**src/rtl/hamming_tx_encoder.sv**
```systemverilog
// rtl/hamming_tx_encoder.sv - Hamming(7,4) encoder with holding register, LSB-first serialiser and error injection
module hamming_tx_encoder #(
   parameter int GAP_CYCLES = 0
) (
   input  logic        clk,
   input  logic        rst_n,
   input  logic        in_valid,
   output logic        in_ready,
   input  logic [3:0]  in_data,
   input  logic        select,
   input  logic        inj_en,
   input  logic [2:0]  inj_pos,
   output logic        tx_bit,
   output logic        tx_valid,
   output logic        tx_sof,
   output logic        busy,
   output logic [15:0] frame_count
);

   typedef enum logic [1:0] {
      IDLE  = 2'd0,
      SHIFT = 2'd1,
      GAP   = 2'd2
   } state_t;

   // Last value of the gap counter; only meaningful when GAP_CYCLES > 0.
   localparam logic [3:0] GAP_LAST = (GAP_CYCLES > 0) ? 4'(GAP_CYCLES - 1) : 4'd0;

   state_t      state, state_nx;
   logic        hold_full;
   logic [6:0]  hold_cw;
   logic [6:0]  shift_reg, shift_nx;
   logic [2:0]  count, count_nx;
   logic [3:0]  gap_cnt, gap_nx;
   logic [15:0] frame_nx;
   logic        load;
   logic        accept;
   logic        p1, p2, p4;
   logic [6:0]  enc_cw;

   // Codeword for the word on the input: parity, odd-mode inversion, then optional bit flip.
   always_comb begin
      p1     = in_data[0] ^ in_data[1] ^ in_data[3] ^ select;
      p2     = in_data[0] ^ in_data[2] ^ in_data[3] ^ select;
      p4     = in_data[1] ^ in_data[2] ^ in_data[3] ^ select;
      enc_cw = {in_data[3], in_data[2], in_data[1], p4, in_data[0], p2, p1};
      if (inj_en && (inj_pos != 3'd7)) begin
         enc_cw[inj_pos] = ~enc_cw[inj_pos];
      end
   end

   // The holding register empties into the shifter only from IDLE, so a new word may land in the same cycle.
   assign load     = (state == IDLE) && hold_full;
   assign in_ready = rst_n && (!hold_full || load);
   assign accept   = in_valid && in_ready;
   assign busy     = hold_full || (state != IDLE);

   // Next-state, shifter/counter updates and serial outputs.
   always_comb begin
      state_nx = state;
      shift_nx = shift_reg;
      count_nx = count;
      gap_nx   = gap_cnt;
      frame_nx = frame_count;
      tx_valid = 1'b0;
      tx_bit   = 1'b0;
      tx_sof   = 1'b0;
      case (state)
         IDLE: begin
            if (hold_full) begin
               shift_nx = hold_cw;
               count_nx = 3'd0;
               state_nx = SHIFT;
            end
         end
         SHIFT: begin
            tx_valid = 1'b1;
            tx_bit   = shift_reg[0];
            tx_sof   = (count == 3'd0);
            shift_nx = {1'b0, shift_reg[6:1]};
            count_nx = count + 3'd1;
            if (count == 3'd6) begin
               count_nx = 3'd0;
               gap_nx   = 4'd0;
               frame_nx = frame_count + 16'd1;
               state_nx = (GAP_CYCLES > 0) ? GAP : IDLE;
            end
         end
         GAP: begin
            if (gap_cnt == GAP_LAST) begin
               state_nx = IDLE;
            end else begin
               gap_nx = gap_cnt + 4'd1;
            end
         end
         default: state_nx = IDLE;
      endcase
   end

   // State, datapath and holding-register update; reset aborts any frame in flight.
   always_ff @(posedge clk) begin
      if (!rst_n) begin
         state       <= IDLE;
         shift_reg   <= 7'd0;
         count       <= 3'd0;
         gap_cnt     <= 4'd0;
         frame_count <= 16'd0;
         hold_full   <= 1'b0;
         hold_cw     <= 7'd0;
      end else begin
         state       <= state_nx;
         shift_reg   <= shift_nx;
         count       <= count_nx;
         gap_cnt     <= gap_nx;
         frame_count <= frame_nx;
         if (accept) begin
            hold_cw   <= enc_cw;
            hold_full <= 1'b1;
         end else if (load) begin
            hold_full <= 1'b0;
         end
      end
   end

endmodule

```
**config.mk**
```make
export PLATFORM = sky130hd
export DESIGN_NAME = hamming_tx_encoder
export DESIGN_NICKNAME = d
export VERILOG_FILES = /design/src/rtl/hamming_tx_encoder.sv
export SDC_FILE = /design/constraint.sdc
export NUM_CORES = 1
export LEC_CHECK = 0
export BUFFER_PORTS_ARGS = -buffer_cell sky130_fd_sc_hd__clkbuf_2
export CORE_MARGIN = 2
export CORE_UTILIZATION = 30
export DETAILED_ROUTE_END_ITERATION = 8
export HOLD_SLACK_MARGIN = 0.03
export RECOVER_POWER = 50
export SLEW_MARGIN = 20
export SYNTH_ARGS = -nofsm -noshare
export SYNTH_HDL_FRONTEND = slang
export SYNTH_SLANG_ARGS = --single-unit
```
**constraint.sdc**
```tcl
create_clock -name clk -period 2.8 [get_ports clk]
set_clock_uncertainty 0.1 [all_clocks]
set_input_delay 0.14 -clock clk [delete_from_list [all_inputs] [get_ports clk]]
set_output_delay 0.14 -clock clk [all_outputs]
set_load 0.02 [all_outputs]
```
# Word-level counts from Yosys, hierarchy flattened
# Index checks and enable logic that the tools add are counted.
# word_totals
regBits	40
latch_bits	0
ram_bits	0
mem_bits_ro	0
input_bits	12
output_inout_bits	21
elab_cells	72
n_memories	0
# classes
n_addsub	3
mul	0
div	0
n_lt_le_gt_ge	2
n_eq_ne	8
n_shift	0
n_mux	23
bitwise	10
n_reduce_logical	19
# op_table
cell	n
adder 16 x 1 -> 16 bit, second input constant	1
2-to-1 mux 7 bit	2
case mux 7 bit (2 select lines)	1
bitwise XOR 1 bit	9
2-to-1 mux 4 bit	2
!= test 2 bit, second input constant	4
case mux 4 bit (2 select lines)	1
nonzero test 2 bit	4
bitwise mux 7 bit	1
2-to-1 mux 1 bit	7
2-to-1 mux 2 bit	3
2-to-1 mux 3 bit	2
case mux 2 bit (3 select lines)	1
case mux 3 bit (2 select lines)	1
AND reduction 3 bit	2
logical AND 1 bit	5
adder 4 x 1 -> 4 bit, second input constant	1
zero test 4 bit	1
less-than comparator 3 x 4 -> 1 bit, second input constant	1
AND reduction 2 bit	2
adder 3 x 1 -> 3 bit, second input constant	1
binary-select mux 1 bit (select 3 bit)	1
demux 1 bit (select 3 bit)	1
== test 3 bit, second input constant	1
9 further kinds	10

# Depth between registers and ports, before layout
# depth
ltp_word	8
depth_mapped	5

# Worst setup path before layout
# OpenSTA, ideal clock, no wires.
# synth_timing
path_type	flip-flop to flip-flop
from	register frame_count[3]
to	register frame_count[15]
setup_ps	70
arrival_time_ps	1552
required_ps	2630
path_slack_ps	1077
stages_incl_launch_ff	6
path_buffers	1
period_less_slack_ps	1723
cell_sequence	dfxtp_1 > and4_1 > buf_4 > nand4_4 > or4_1 > a21oi_1
# synth_via
elab_chain_len	1
# synth_lines
item	line	rtl
from (decl)	17	output logic [15:0] frame_count
from (signal assigned)	115	frame_count <= frame_nx;
adder 16 x 1 -> 16 bit	85	frame_nx = frame_count + 16'd1;
# Every way passes these cells.
# A chain may end at the register's enable or synchronous reset.

# Worst setup path in the final report
# layout_timing
from	register state[0]
to	register frame_count[15]
# layout_via
elab_chain_len	2
# layout_lines
item	line	rtl
from (decl)	29	state_t state, state_nx;
from (signal assigned)	111	state <= state_nx;
== test 2 x 1 -> 1 bit	68	case (state)
AND reduction 2 bit (no line)	n/a	
# Every way passes these cells.

==> impl_metrics.json <==
{
  "period_minus_slack_ps": 2000,
  "cap_violations": 0,
  "cp_max_fo": 11,
  "viasPerCell": 4.88,
  "synth_edf_count": 0,
  "ant_nets": 0,
  "start_kind": "flip-flop",
  "worstMarginPinSlew_ps": 882,
  "synth_top_family_by_area": "simple AND/OR/NAND/NOR gates",
  "vdd_drop_max_uv": 153,
  "post-cts-setup-buffer-count": 0,
  "grt_first_pass_wirelength_microns": 5820,
  "rr_startpoint": "state[0]",
  "synth.area.top_cells": "dfxtp_1, nor2_1, mux2i_1",
  "hold_path_class": "in2reg",
  "postSynthAreaPerCell_sq_um": 8.74,
  "timing.rr.end": "frame_count[15]",
  "cts_resized": 0,
  "synthMuxAreaShare": 0.0634,
  "arrival_ps": 2120,
  "final.setup.tns_ps": 0,
  "die_area_sq_um": 6480,
  "fmax_mhz": 501,
  "synthToLayoutAreaGrowth_pct": 16.3,
  "wl_met1_microns": 1670,
  "grt_pass1_vias": 1316,
  "dr.pass1.iters": 5,
  "worstSetupEndpointType": "flip-flop",
  "min_to": "hold_cw[1]",
  "seq_area_frac_synth": 0.399,
  "worstSetupPathType": "reg2reg",
  "rsz0062_at_grt": "false",
  "synth_top_cell_by_area": "dfxtp_1",
  "drive_above_1_share": 0.116,
  "syn_area_sq_um": 1760,
  "drc": 0,
  "p_per_area_nw_per_um2": 512,
  "core_area_sq_um": 5570,
  "dp_worst_setup_slack_ps": 881,
  "ys_types": 42,
  "largest_register_ffs": 16,
  "setup_viol": 0,
  "hpwl_microns": 2460,
  "top_layer": "met4",
  "synth_compound_area_frac": 0.140,
  "grt_usage": 0.116,
  "path_clk_slew_ps": 70,
  "nFillCells": 597,
  "port_buffers": 32,
  "whs_path_depth": 3,
  "p_leak_nw": 0.742,
  "yosys.area_share.simple": 0.256,
  "synth_xor_area_frac": 0.0947,
  "r2r_cells": 4,
  "rrSetupSlack_ps": 800,
  "num_rows": 27,
  "cts_buffers": 5,
  "synth_top_area_frac": 0.399,
  "met3_length_microns": 217,
  "drt_wl_total_microns": 3490,
  "ys_ff_latch": 35,
  "cts_buffer_depth": 2,
  "nets": 244,
  "antenna_found_initial": 0,
  "status": "finished, final reports clean",
  "num_antenna_cells": 0,
  "cts_max_level": 2,
  "yosys_warnings": 0,
  "min_period_over_period": 0.713,
  "slew_viol_final": 0,
  "synthAdderAreaFrac": 0.00712,
  "insertion_delay_ps": 290,
  "die_y_microns": 80.5,
  "die_w_microns": 80.5,
  "gp_congestion": 0.728,
  "wl_met2_microns": 1550,
  "syn_nets": 214,
  "netlist_instances": 201,
  "slew_headroom": 0.411,
  "yosys_most_used_dff": "dfxtp_1",
  "drt_iter0_markers": 63,
  "hold_start": "rst_n",
  "cts_sinks": 35,
  "routedWlPerCell_microns": 11.5,
  "grt_remaining_overflow": 0,
  "cts-root-buf": "clkbuf_8",
  "initial_core_util": 0.315,
  "num_vias": 1484,
  "worst_ep_required_time_ps": 2920,
  "layout_setup_ws_ps": 803,
  "grt_max_degree": 33,
  "synthArstFlopShare": 0,
  "cts_tree": "done",
  "hold_viol_final": 0,
  "ios": 33
}
## stage by stage
step                hold slack [ps]  area, sq um   util  total power [W]  cells
finish                         85.8         2040  0.367          0.00105    304
global route                    102         2040  0.367          0.00110    304
CTS                            69.5         2070  0.372          0.00106    304
detailed placement              289         1960  0.352         0.000658    295
global placement                282         1960  0.352         0.000658    295
floorplan                       157         1760      -         0.000624    201
## synth_stat cells (all sizes together), types with 3 or more instances
library cell   n
a21oi         18
and2           3
xnor2          8
mux2i         10
a211oi         4
nand2          8
nor3           4
clkbuf         8
buf            4
nand4          7
nand4b         3
nand3          4
inv            3
dfxtp         35
nor2          30
or3            7
xor2          11
o21ai         10
## layout by cell type, fill, tap and decap left out, types with 2 or more instances in the layout
cell type  count
dfxtp_1       35
nor2_1        30
clkbuf_1      19
a21oi_1       18
clkbuf_2      15
xor2_1        11
mux2i_1       10
o21ai_0        8
nand2_1        8
xnor2_1        8
or3_1          7
clkbuf_8       7
nand4_1        6
nor3_1         4
a211oi_1       4
inv_1          3
and2_1         3
nand4b_1       3
nand2b_1       2
a22oi_1        2
and4_1         2
nand3_1        2
o21ai_1        2
nor4bb_1       2
o22ai_1        2
o21a_1         2
## cell type report
type / instances / area (sq um) / share of cell area
Tap cell: 72 / 90.1 / 0.0441
Clock buffer: 8 / 100 / 0.0490
Inverter: 3 / 11.3 / 0.00551
Timing Repair Buffer: 35 / 160 / 0.0784
Multi-Input combinational cell: 151 / 981 / 0.480
Sequential cell: 35 / 701 / 0.343
## worst max-delay path by stage
| stage | cells past startpoint | start | to |
|---|---|---|---|
| 2_1_floorplan | 5 | frame_count[3] | frame_count[15] |
| 3_3_place_gp | 4 | hold_full | hold_cw[0] |
| 3_5_place_dp | 4 | hold_full | hold_cw[0] |
| 4_1_cts | 6 | in_valid | hold_cw[0] |
| 5_1_grt | 4 | state[0] | frame_count[15] |
| 6_report | 4 | state[0] | frame_count[15] |
## layer usage
metal  vias up  global-route usage
met2        38               0.184
met5         -                   0
met3         6              0.0303
met1       666               0.139
li1        774                   -
met4         0              0.0695
## critical path, stage by stage (launching register included)
cell and delay (ps):
dfxtp_1 450, and4b_1 540, nand3_4 180, or4_1 520, a21oi_1 140
## timing repair
action | 4_1_cts | 5_1_grt
endpoints found under the setup margin | 0 | 0
hold buffers | 1 | 0
endpoints found under the hold margin | 1 | 0
## power by group
group | internal [W] | total (W) | switching [W]
sequential | 0.000515 | 0.000531 | 0.0000152
clock | 0.000224 | 0.000400 | 0.000176
combinational | 0.0000506 | 0.000114 | 0.0000636
## cells by family (layout without fill, tap and decap cells)
group	Yosys count	in the layout
AO/OA/AOI/OAI	42	42
buffers and inverters	15	46
multiplexers	11	11
AND/OR/NAND/NOR	78	78
XOR/XNOR	19	19
flip-flops	35	35
adder cells (fa/ha/maj)	1	1
(Power assumes the default switching activity.)
